[src/rtl/exu_stall_ctrl_if.sv]
// Handshake bundle between the EXU->WB pipeline register, the LSU, the muldiv unit and
// the stall controller. The controller uses the master view; its environment uses slave.
interface exu_stall_ctrl_if #(
    parameter int MD_TYPE_W = 3
) ();
    logic                 instr_valid;
    logic                 is_load;
    logic                 is_store;
    logic [MD_TYPE_W-1:0] muldiv_type;
    logic                 redirect_flush;
    logic                 mem_req_ready;
    logic                 mem_resp_valid;
    logic                 stall;
    logic                 muldiv_start;
    logic                 muldiv_kill;
    logic                 muldiv_done;
    logic                 mem_req_valid;
    logic                 wb_load_valid;
    logic                 mem_resp_discard;
    logic                 busy;
    logic                 mem_timeout;

    modport master (
        input  instr_valid, is_load, is_store, muldiv_type, redirect_flush,
               mem_req_ready, mem_resp_valid,
        output stall, muldiv_start, muldiv_kill, muldiv_done, mem_req_valid,
               wb_load_valid, mem_resp_discard, busy, mem_timeout
    );

    modport slave (
        output instr_valid, is_load, is_store, muldiv_type, redirect_flush,
               mem_req_ready, mem_resp_valid,
        input  stall, muldiv_start, muldiv_kill, muldiv_done, mem_req_valid,
               wb_load_valid, mem_resp_discard, busy, mem_timeout
    );
endinterface

[src/rtl/exu_stall_ctrl.sv]
// Stall sequencer for the EXU->WB pipeline register: launches and tracks muldiv and
// load/store ops, arbitrates redirect flushes against stall and drains orphaned responses.
module exu_stall_ctrl #(
    parameter  int MULDIV_LAT  = 4,
    parameter  int MEM_TIMEOUT = 256,
    localparam int CNT_W       = $clog2(MEM_TIMEOUT + 1)
) (
    input  logic             clock,
    input  logic             reset_n,
    exu_stall_ctrl_if.master bus
);
    localparam int MD_W = $clog2(MULDIV_LAT + 1);

    typedef enum logic [2:0] {
        IDLE,
        MD_BUSY,
        MEM_REQ,
        MEM_WAIT,
        DRAIN
    } state_t;

    state_t           state, state_nxt;
    logic [MD_W-1:0]  md_cnt, md_cnt_nxt;
    logic [CNT_W-1:0] to_cnt, to_cnt_nxt;
    logic             ld_lat, ld_lat_nxt;
    logic             mem_timeout_q, timeout_set;

    logic stall_c, start_c, kill_c, done_c, req_c, wb_c, discard_c;
    logic launch, md_op, mem_op, flush, resp;

    assign flush  = bus.redirect_flush;
    assign resp   = bus.mem_resp_valid;
    assign launch = bus.instr_valid & ~flush;
    assign md_op  = (bus.muldiv_type != '0);
    assign mem_op = bus.is_load | bus.is_store;

    always_ff @(posedge clock) begin
        if (!reset_n) begin
            state         <= IDLE;
            md_cnt        <= '0;
            to_cnt        <= '0;
            ld_lat        <= 1'b0;
            mem_timeout_q <= 1'b0;
        end else begin
            state         <= state_nxt;
            md_cnt        <= md_cnt_nxt;
            to_cnt        <= to_cnt_nxt;
            ld_lat        <= ld_lat_nxt;
            mem_timeout_q <= mem_timeout_q | timeout_set;
        end
    end

    always_comb begin
        state_nxt   = state;
        md_cnt_nxt  = md_cnt;
        to_cnt_nxt  = to_cnt;
        ld_lat_nxt  = ld_lat;
        timeout_set = 1'b0;
        stall_c     = 1'b0;
        start_c     = 1'b0;
        kill_c      = 1'b0;
        done_c      = 1'b0;
        req_c       = 1'b0;
        wb_c        = 1'b0;
        discard_c   = 1'b0;

        case (state)
            IDLE: begin
                if (launch && md_op) begin
                    start_c    = 1'b1;
                    stall_c    = 1'b1;
                    md_cnt_nxt = MD_W'(MULDIV_LAT - 1);
                    state_nxt  = MD_BUSY;
                end else if (launch && mem_op) begin
                    stall_c    = 1'b1;
                    ld_lat_nxt = bus.is_load;
                    state_nxt  = MEM_REQ;
                end
            end
            MD_BUSY: begin
                if (flush) begin
                    kill_c    = 1'b1;
                    state_nxt = IDLE;
                end else if (md_cnt == '0) begin
                    done_c    = 1'b1;
                    state_nxt = IDLE;
                end else begin
                    stall_c    = 1'b1;
                    md_cnt_nxt = md_cnt - 1'b1;
                end
            end
            MEM_REQ: begin
                req_c   = 1'b1;
                stall_c = ~flush;
                if (bus.mem_req_ready && flush) begin
                    state_nxt = DRAIN;
                end else if (bus.mem_req_ready) begin
                    to_cnt_nxt = '0;
                    state_nxt  = MEM_WAIT;
                end else if (flush) begin
                    state_nxt = IDLE;
                end
            end
            MEM_WAIT: begin
                stall_c = ~flush & ~resp;
                if (resp && flush) begin
                    discard_c = 1'b1;
                    state_nxt = IDLE;
                end else if (resp) begin
                    wb_c      = ld_lat;
                    state_nxt = IDLE;
                end else if (flush) begin
                    state_nxt = DRAIN;
                end else if (to_cnt != CNT_W'(MEM_TIMEOUT)) begin
                    to_cnt_nxt  = to_cnt + 1'b1;
                    timeout_set = (to_cnt_nxt == CNT_W'(MEM_TIMEOUT));
                end
            end
            DRAIN: begin
                // The held instruction stays stalled even on the drain cycle; it launches from IDLE.
                stall_c = ~flush & bus.instr_valid;
                if (resp) begin
                    discard_c = 1'b1;
                    state_nxt = IDLE;
                end
            end
            default: state_nxt = IDLE;
        endcase
    end

    assign bus.stall            = reset_n & stall_c;
    assign bus.muldiv_start     = reset_n & start_c;
    assign bus.muldiv_kill      = reset_n & kill_c;
    assign bus.muldiv_done      = reset_n & done_c;
    assign bus.mem_req_valid    = reset_n & req_c;
    assign bus.wb_load_valid    = reset_n & wb_c;
    assign bus.mem_resp_discard = reset_n & discard_c;
    assign bus.busy             = reset_n & (state != IDLE);
    assign bus.mem_timeout      = reset_n & mem_timeout_q;
endmodule

[src/flat_wrapper.sv]
// flat-port wrapper written by rule: the top's interface ports become plain ports
module exu_stall_ctrl_flat 
#(
    parameter  int MULDIV_LAT  = 4,
    parameter  int MEM_TIMEOUT = 256,
    localparam int CNT_W       = $clog2(MEM_TIMEOUT + 1)
)
  (clock, reset_n, bus_instr_valid, bus_is_load, bus_is_store, bus_muldiv_type, bus_redirect_flush, bus_mem_req_ready, bus_mem_resp_valid, bus_stall, bus_muldiv_start, bus_muldiv_kill, bus_muldiv_done, bus_mem_req_valid, bus_wb_load_valid, bus_mem_resp_discard, bus_busy, bus_mem_timeout);
  exu_stall_ctrl_if #(.MD_TYPE_W(3)) bus_i ();
  input  logic clock;
  input  logic reset_n;
  input wire logic [$bits(bus_i.instr_valid)-1:0] bus_instr_valid;
  input wire logic [$bits(bus_i.is_load)-1:0] bus_is_load;
  input wire logic [$bits(bus_i.is_store)-1:0] bus_is_store;
  input wire logic [$bits(bus_i.muldiv_type)-1:0] bus_muldiv_type;
  input wire logic [$bits(bus_i.redirect_flush)-1:0] bus_redirect_flush;
  input wire logic [$bits(bus_i.mem_req_ready)-1:0] bus_mem_req_ready;
  input wire logic [$bits(bus_i.mem_resp_valid)-1:0] bus_mem_resp_valid;
  output wire logic [$bits(bus_i.stall)-1:0] bus_stall;
  output wire logic [$bits(bus_i.muldiv_start)-1:0] bus_muldiv_start;
  output wire logic [$bits(bus_i.muldiv_kill)-1:0] bus_muldiv_kill;
  output wire logic [$bits(bus_i.muldiv_done)-1:0] bus_muldiv_done;
  output wire logic [$bits(bus_i.mem_req_valid)-1:0] bus_mem_req_valid;
  output wire logic [$bits(bus_i.wb_load_valid)-1:0] bus_wb_load_valid;
  output wire logic [$bits(bus_i.mem_resp_discard)-1:0] bus_mem_resp_discard;
  output wire logic [$bits(bus_i.busy)-1:0] bus_busy;
  output wire logic [$bits(bus_i.mem_timeout)-1:0] bus_mem_timeout;
  assign bus_i.instr_valid = bus_instr_valid;
  assign bus_i.is_load = bus_is_load;
  assign bus_i.is_store = bus_is_store;
  assign bus_i.muldiv_type = bus_muldiv_type;
  assign bus_i.redirect_flush = bus_redirect_flush;
  assign bus_i.mem_req_ready = bus_mem_req_ready;
  assign bus_i.mem_resp_valid = bus_mem_resp_valid;
  assign bus_stall = bus_i.stall;
  assign bus_muldiv_start = bus_i.muldiv_start;
  assign bus_muldiv_kill = bus_i.muldiv_kill;
  assign bus_muldiv_done = bus_i.muldiv_done;
  assign bus_mem_req_valid = bus_i.mem_req_valid;
  assign bus_wb_load_valid = bus_i.wb_load_valid;
  assign bus_mem_resp_discard = bus_i.mem_resp_discard;
  assign bus_busy = bus_i.busy;
  assign bus_mem_timeout = bus_i.mem_timeout;
  exu_stall_ctrl #(.MULDIV_LAT(MULDIV_LAT), .MEM_TIMEOUT(MEM_TIMEOUT)) u_core (.clock(clock), .reset_n(reset_n), .bus(bus_i));
endmodule
[config.mk]
export PLATFORM = sky130hd
export DESIGN_NAME = exu_stall_ctrl_flat
export DESIGN_NICKNAME = d
export VERILOG_FILES = /design/src/rtl/exu_stall_ctrl_if.sv /design/src/rtl/exu_stall_ctrl.sv /design/src/flat_wrapper.sv
export SDC_FILE = /design/constraint.sdc
export NUM_CORES = 1
export LEC_CHECK = 0
export BUFFER_PORTS_ARGS = -buffer_cell sky130_fd_sc_hd__buf_2
export CORE_MARGIN = 2
export CORE_UTILIZATION = 40
export CTS_CLUSTER_SIZE = 8
export DETAILED_ROUTE_END_ITERATION = 8
export PLACE_DENSITY = 0.67
export SYNTH_ARGS = -nofsm -noshare
export SYNTH_HDL_FRONTEND = slang
export SYNTH_SLANG_ARGS = --single-unit
export TNS_END_PERCENT = 30
[constraint.sdc]
create_clock -name clock -period 3.1 [get_ports clock]
set_input_delay 0.31 -clock clock [delete_from_list [all_inputs] [get_ports clock]]
set_output_delay 0.31 -clock clock [all_outputs]
set_load 0.01 [all_outputs]
* After elaboration in Yosys (flattened, before gate mapping)
Cells that the tools add are included.
** Storage, ports and cells
- Bits in registers :: 17
- Bits in latches :: 0
- Memory bits (writable) :: 0
- Memory bits (read-only) :: 0
- Bits of input ports :: 11
- Output and inout port bits :: 9
- Word-level logic and storage cells :: 104
- Memories :: 0
** Cells by class
- $add $sub $neg :: 2
- Multipliers :: 0
- Div/mod/pow operators :: 0
- Order comparisons :: 0
- Equal/unequal tests :: 20
- Shift operators :: 0
- Muxes and demuxes :: 47
- Bitwise operators :: 16
- Reductions and logical operators :: 14
** Operators with widths (count)
- 2-to-1 mux 9 bit :: 6
- 2-to-1 mux 3 bit :: 14
- 2-to-1 mux 1 bit :: 22
- case mux 9 bit (2 select lines) :: 1
- inequality test 2 bit, second input constant :: 8
- case mux 3 bit (5 select lines) :: 1
- bitwise AND 1 bit :: 11
- adder 9 x 1 -> 9 bit, second input constant :: 1
- == test 9 bit, second input constant :: 1
- inequality test 9 bit, second input constant :: 1
- inequality test 4 x 3 -> 1 bit, second input constant :: 2
- AND reduction 7 bit :: 1
- == test 3 x 2 -> 1 bit, second input constant :: 2
- zero test 3 bit :: 2
- case mux 3 bit (2 select lines) :: 1
- nonzero test 3 bit :: 2
- case mux 1 bit (5 select lines) :: 1
- AND reduction 5 bit :: 1
- logical AND 1 bit :: 4
- inequality test 2 x 1 -> 1 bit, second input constant :: 2
- AND reduction 4 bit :: 1
- nonzero test 2 bit :: 2
- == test 3 x 1 -> 1 bit, second input constant :: 1
- == test 3 bit, second input constant :: 1
- other kinds (7) :: 10

* Longest topological paths before layout
Gate-level depths: netlist of the first run.
- Word-level depth :: 8
- Gate-level depth with buffers :: 8
- Depth with buffers taken out :: 7

* Least setup slack after synthesis of the first run
Ideal clock, no wire load.
- Kind :: reg-to-output
- Start :: register u_core.state[2]
- End :: output port bus_stall
- Data arrival time :: 1.504 ns
- Required time :: 2.790 ns
- Setup slack :: 1.286 ns
- Cell stages (with the launch flop) :: 6
- Buffers on the path :: 1
- Cell sequence :: dfxtp_1 > buf_6 > or3_1 > nor3_4 > nor3_1 > a221oi_1
** Between the ends
- Longest elaborated chain between the ends :: 3
- Elaborated cells on any way between the ends :: 7
- Classes of those cells :: eq/ne (4); mux (1); bitwise (1); reduce/logical (1)
** Ends and longest elaborated chain
- start, declared :: line exu_stall_ctrl.sv:22 : state_t state, state_nxt;
- start signal, assigned :: line exu_stall_ctrl.sv:45 : state <= state_nxt;
- == test 3 bit (tied with other cells) :: line exu_stall_ctrl.sv:67 : case (state)
- case mux 1 bit (5 select lines) (*) :: line exu_stall_ctrl.sv:67
- bitwise AND 1 bit (*) :: line exu_stall_ctrl.sv:131 : assign bus.stall = reset_n & stall_c;
- end, declared :: line flat_wrapper.sv:19 : output wire logic [$bits(bus_i.stall)-1:0] bus_stall;
Mark *: on every way between the ends. The rest lies on a longest branch, timed or not.

* Worst setup path in the final report of the first run
- Start :: register u_core.state[0]
- End :: output port bus_stall
The elaborated chain is that of the path after synthesis.

==> results of run 1 <==
-- area by class of cell --
type	count	area [sq um]	area share (%)
sequential	17	340	25.7
clock buffer	3	22.5	1.70
timing repair buffer	19	95.1	7.19
multi-input combinational	114	791	59.8
tap	31	38.8	2.93
inverter	8	30.0	2.27
clock inverter	1	5.00	0.378
-- sequential cells by signal, summed over array words and instances, names as in the netlist --
signal and flops:
u_core.ld_lat 1, u_core.state 3, u_core.to_cnt 9, u_core.md_cnt 3
u_core.mem_timeout_q 1
-- cell usage in the layout, fill, tap and decap left out, types with 2 or more instances in the layout --
master / count
a211oi_1: 2
or3_1: 4
o21bai_1: 2
nor3_1: 10
dfxtp_1: 17
nand3_1: 4
nand2b_1: 3
nor4_1: 3
nand4_1: 2
nor2_1: 12
and3_1: 5
o211ai_1: 2
a21o_1: 3
o22ai_1: 4
inv_1: 8
o21ai_0: 5
clkbuf_4: 3
buf_2: 19
xor2_1: 2
o21ai_1: 2
nand2_1: 10
xnor2_1: 2
nor3b_1: 2
a21oi_1: 4
ha_1: 4
-- worst paths after layout --
path	startpoint	endpoint	slack, ns
max reg2reg	u_core.state[0]	u_core.to_cnt[7]	1.23
min	bus_is_load	u_core.ld_lat	0.28
min reg2reg	u_core.md_cnt[0]	u_core.md_cnt[0]	0.49
max	u_core.state[0]	bus_stall	0.69
-- worst max-delay path, stage by stage (launching register included) --
cell	delay, ns
dfxtp_1	0.47
or3_1	0.50
nor3_4	0.25
nor3_1	0.10
a221oi_1	0.28
buf_2	0.18
-- cell families (layout without fill, tap and decap cells) --
family	Yosys count	in the layout	synth area share, %
mux	1	1	0.826
fa+ha+maj	4	4	4.13
simple gates	70	70	34.5
buf+inv	16	31	6.71
flops	17	17	28.1
compound gates	35	35	22.9
xor+xnor	4	4	2.89
-- through the flow --
step / cell area, sq um / util, % / total power (W)
final: 1320 / 46.7 / 0.000477
after global routing: 1320 / 46.7 / 0.000508
after CTS: 1320 / 46.7 / 0.000484
after detailed placement: 1290 / 45.8 / 0.000361
after global placement: 1290 / 45.8 / 0.000358
after floorplan: 1210 / - / 0.000333
-- report_power, final --
group | internal [W] | total, W | leakage, nW | switching (W)
combinational | 0.0000472 | 0.000111 | 0.365 | 0.0000638
sequential | 0.000226 | 0.000244 | 0.138 | 0.0000177
clock | 0.0000482 | 0.000122 | 0.0177 | 0.0000741
-- layer usage --
layer,GRT usage (%),vias to the layer above
met2,27.0,19
met5,0,-
met3,2.62,5
li1,-,581
met1,21.0,547
met4,6.82,0
==> results by group, run 1 <==
Outcome
  – Status: finished, final reports clean

Yosys
  – Synthesized area per cell: between 8 and 9 sq um
  – Share of the synthesized area in the top cell type: 28.1%
  – Leading area contributor after synthesis: dfxtp_1
  – Sequential area share after synthesis: between 20 and 30%
  – Synthesized cell area: 0.00121 sq mm
  – Post-synth EDFFs: 0
  – Syn_nets: 162
  – #FFs+latches synth: 17
  – Ranking of synthesized cells by area: dfxtp_1 28%, ha_1 4.1%, nor3_1 4.1%
  – Most common cell in the netlist: dfxtp_1
  – Asr flop ratio synth: 0%
  – Ys flop type: dfxtp_1
  – Post-Syn Instances: ~150
  – Commonest cells post-synth: 17 x dfxtp_1, 12 x nor2_1, 10 x nand2_1, 10 x nor3_1, 8 x inv_1
  – Yosys warnings: 0
  – Synth unique cells: 55

Floorplanning
  – Die height: 59.1 um
  – Chip Width: around 59 um
  – Starting density of the core: a little over two fifths
  – Die footprint: approximately 0.0035 sq mm
  – Site row count: 19
  – IO Count: 20
  – Core ar.: 0.00283 sq mm

Final layout
  – Filler cell count: approximately 280
  – Synthesis-to-finish area growth: 9.08%
  – Cell Count, Final, Fillers Out: around 190
  – Diodes inserted: 0
  – Final nets: roughly 180
  – Layout cell share with drive strength beyond 1: 20.4%

Timing
  – Fin crit share: 77.7%
  – Unrepaired setup endpoints after global routing: no
  – Final worst setup slack: approximately 0.69 ns
  – Total negative slack: 0 ns
  – Relative slew margins: around three fifths
  – FMAX: between 400 and 500 MHz
  – Worst clock skew: ~0.0065 ns
  – Final hold slack: 0.282 ns
  – Final Hold Fails: 0
  – Final setup viols: 0
  – Final Slew Violations: 0
  – Final worst path period need: roughly 2.4 ns
  – Worst Tran Pin Value: 0.596 ns

CTS
  – CTS buffer count: 3
  – H-tree depth: 1
  – CTS tree: done
  – Clock buffer depth: 2
  – CTS Root Cell: clkbuf_4
  – Post-CTS Setup Bufs: 0
  – Clock slew at reported path FFs: around 0.10 ns
  – Clk Latency, worst-skew pair: approximately 0.30 ns
  – Number of hold buffers added after cts: 0
  – Cts repair resizes: 0
  – Clock sinks: 17

Drt
  – Antenna viol nets, final: 0
  – Met2 WL: ~1.2 mm
  – Routed len/inst: between 10 and 15 um
  – Met3 WL: 86 um
  – Initial DRC count: 108
  – Pre-antenna DRT Iters: 4
  – DR top layer: met4
  – M1 WL: ~1.2 mm
  – # DRC: 0
  – Total wire length: ~2.6 mm
  – Via density per instance: approximately 6.0
  – Vias post-DR: 1152

Setup path
  – CP Launch Type: flip-flop
  – R2R cell count: 5
  – Critical Path Fanout Max: 14
  – Crit end category: primary output
  – Critical Path AT: between 2 and 2.5 ns
  – Req. time, crit path: 2.79 ns
  – CP Class: reg2out

Global routing
  – Largest net degree at the start of global routing: 19
  – Grt total ovfl: 0
  – Vias in the first global route: around 1000
  – Global-route wire length before repair: ~4.4 mm
  – Gr usage total: between 15 and 20%
  – Initial antenna violation count: 0

Worst hold path
  – Hold path cells: 3
  – HP Class: in2reg

Placed design
  – Placed cells: approximately 190
  – Final Wtd Congestion: between 0.8 and 0.9
  – Worst slack, placed: 1.05 ns
  – DP Wirelength: 1.93 mm
  – Port-buffer cells: 19

Pwr
  – Maximum VDD drop: ~0.00024 V
  – Pwr per Cell Area: approximately 360 mW/mm^2
  – Leakage: roughly 0.52 nW

Run
  – Number of max-cap violations: 0
(Power assumes the default switching activity.)
==> run 2: changes to the inputs <==
--- a/config.mk
+++ b/config.mk
@@ -10,7 +10,7 @@
 export CORE_UTILIZATION = 40
 export CTS_CLUSTER_SIZE = 8
 export DETAILED_ROUTE_END_ITERATION = 8
-export PLACE_DENSITY = 0.67
+export PLACE_DENSITY = 0.69
 export SYNTH_ARGS = -nofsm -noshare
 export SYNTH_HDL_FRONTEND = slang
 export SYNTH_SLANG_ARGS = --single-unit
==> constraint.sdc (replaced) <==
create_clock -name clock -period 2.05 [get_ports clock]
set_input_delay 0.205 -clock clock [delete_from_list [all_inputs] [get_ports clock]]
set_output_delay 0.205 -clock clock [all_outputs]
set_load 0.01 [all_outputs]
==> run 2 against run 1 <==
- final cell count rose by 3.6%
- utilization is 2.8 points higher
- flip-flop and latch count unchanged
- worst hold slack got worse by 0.090 ns
- die area unchanged
- critical path depth unchanged
- wire length is 9.1% higher
- critical path type unchanged
==> results by group, run 2 (synthesized netlist as in run 1, its figures left out) <==
Worst hold path
  – HP Class: in2reg (unchanged)
  – Min-delay src: bus_is_load (unchanged)
  – Hold path cells: 3 (unchanged)
  – Hold Path Sink: u_core.ld_lat (unchanged)

Floorplanning
  – Die height: 59.1 um (unchanged)
  – Site row count: 19 (unchanged)
  – Core ar.: 0.00283 sq mm (unchanged)
  – Starting density of the core: 42.9% (unchanged)
  – IO Count: 20 (unchanged)
  – Die footprint: 0.00349 sq mm (unchanged)
  – Chip Width: 59.1 um (unchanged)

Setup path
  – Critical Path Fanout Max: 3 (was 14)
  – Reg2Reg Launch Point: u_core.state[2] (was u_core.state[0])
  – CP Class: reg2out (unchanged)
  – CP Launch Type: flip-flop (unchanged)
  – Worst R2R End: u_core.state[1] (was u_core.to_cnt[7])
  – Critical Path AT: 1.76 ns (was 2.10 ns)
  – R2R cell count: 7 (was 5)
  – Crit end category: primary output (unchanged)
  – Setup slack, reg-to-reg: 0.25 ns (was 1.23 ns)
  – Req. time, crit path: 1.85 ns (was 2.79 ns)

CTS
  – CTS buffer count: 3 (unchanged)
  – CTS tree: done (unchanged)
  – Clock slew at reported path FFs: 0.10 ns (about the same)
  – H-tree depth: 1 (unchanged)
  – Clock sinks: 17 (unchanged)
  – Number of hold buffers added after cts: 0 (unchanged)
  – Clock buffer depth: 2 (unchanged)
  – CTS Root Cell: clkbuf_4 (unchanged)
  – Clk Latency, worst-skew pair: 0.29 ns (was 0.30 ns)

Timing
  – Final hold slack: 0.192 ns (was 0.282 ns)
  – Final setup viols: 0 (unchanged)
  – Worst Tran Pin Value: 0.476 ns (was 0.596 ns)
  – Final Hold Fails: 0 (unchanged)
  – Final Slew Violations: 0 (unchanged)
  – FMAX: between 500 and 600 MHz
  – Fin crit share: 95.8%
  – Worst clock skew: 0.00182 ns (was 0.00653 ns)
  – Final worst path period need: between 1.5 and 2 ns
  – Relative slew margins: 68.3% (was 60.0%)
  – Final worst setup slack: 0.0862 ns (was 0.690 ns)
  – Total negative slack: 0 ns (unchanged)

Global routing
  – Gr usage total: 17.5% (was 16.3%)
  – Initial antenna violation count: 0 (unchanged)
  – Global-route wire length before repair: 4.73 mm (was 4.39 mm)
  – Grt total ovfl: 0 (unchanged)
  – Vias in the first global route: 1117 (was 1007)
  – Largest net degree at the start of global routing: 18 (was 19)

Pwr
  – Leakage: 0.554 nW (was 0.520 nW)
  – Maximum VDD drop: 0.000280 V (was 0.000240 V)
  – Pwr per Cell Area: 536 mW/mm^2 (was 361 mW/mm^2)

Drt
  – Via density per instance: 5.90 (was 5.97)
  – Pre-antenna DRT Iters: 4 (unchanged)
  – Antenna viol nets, final: 0 (unchanged)
  – Routed len/inst: 14.1 um (was 13.4 um)
  – Initial DRC count: 68 (was 108)
  – Vias post-DR: 1179 (was 1152)
  – # DRC: 0 (unchanged)
  – Total wire length: 2.81 mm (was 2.58 mm)

Outcome
  – Status: finished, final reports clean (unchanged)

Final layout
  – Most frequent cells in the layout: 19 x buf_2, 16 x dfxtp_1, 12 x nor2_1 (was 19 x buf_2, 17 x dfxtp_1, 12 x nor2_1)
  – Layout cell share with drive strength beyond 1: 27.2% (was 20.4%)
  – Final nets: 185 (was 178)
  – Commonest non-fill, non-tap cell in the layout: buf_2 (unchanged)
  – Final core area utilization: 49.6% (was 46.7%)
  – Largest register by flop count: u_core.to_cnt (unchanged)
  – Synthesis-to-finish area growth: 15.7% (was 9.08%)
  – Max reg flops: 9 (unchanged)
  – Fin area: 0.00140 sq mm (was 0.00132 sq mm)
  – Largest registers: u_core.to_cnt (9), u_core.md_cnt (3), u_core.state (3) (unchanged)
  – Diodes inserted: 0 (unchanged)

Placed design
  – Placed Area: 0.00133 sq mm (was 0.00129 sq mm)
  – DP Wirelength: 2.14 mm (was 1.93 mm)
  – Final Wtd Congestion: 0.911 (was 0.874)
  – Worst slack, placed: 0.289 ns (was 1.05 ns)
  – Port-buffer cells: 19 (unchanged)

Run
  – Number of max-cap violations: 0 (unchanged)
==> run 2: cell types whose count changed in the layout (fill, tap and decap cells not counted), sizes merged <==
cell  previous run  this run
buf             19        26
==> run 2: how the worst max path moves through the flow <==
stage / from / to / slack (ns) / cells after the start
final: u_core.state[0] / bus_stall / 0.09 / 5
after global routing: u_core.state[2] / bus_stall / -0.02 / 6
after CTS: u_core.state[0] / bus_stall / 0.04 / 5
after detailed placement: u_core.state[0] / bus_stall / 0.29 / 6
after global placement: u_core.state[0] / bus_stall / 0.34 / 5
after floorplan: u_core.state[2] / bus_stall / 0.34 / 5
==> run 2: repair_timing <==
action | 4_1_cts | 5_1_grt
setup endpoints to repair | 1 | 1
resized for setup | 3 | 6
buffers inserted | 0 | 2
pin swaps | 1 | 3
==> run 2: per-stage QoR <==
stage | instances | total power [W]
after floorplan | 147 | 0.000504
after global placement | 194 | 0.000555
after detailed placement | 194 | 0.000558
after CTS | 198 | 0.000744
after global routing | 200 | 0.000797
final | 200 | 0.000752
==> run 2: area by class of cell <==
cell class	count	area (sq um)
Timing Repair Buffer	26	151
Sequential cell	17	342
Tap cell	31	38.8
Clock buffer	3	22.5
Multi-Input combinational cell	114	813
Clock inverter	1	5.00
Inverter	8	30.0
Fill cell	286	1430
==> run 2: layer usage <==
metal	GRT usage, %	vias up	part of all wire [%]
met5	0	-	0
met4	9.42	0	2.1
met3	3.06	7	4.3
met2	28.4	31	48
met1	22.0	553	45
li1	-	588	-
==> run 2: worst max-delay path, stage by stage (launching register included) <==
cell	delay (ns)
dfxtp_2	0.34
or3_4	0.41
nor3_4	0.24
nor3_2	0.08
a221oi_1	0.22
buf_2	0.17
==> run 2: power breakdown <==
part | switching, W | internal [W] | leakage, nW
sequential | 0.00000705 | 0.000342 | 0.138
combinational | 0.000128 | 0.0000931 | 0.398
clock | 0.000108 | 0.0000728 | 0.0177
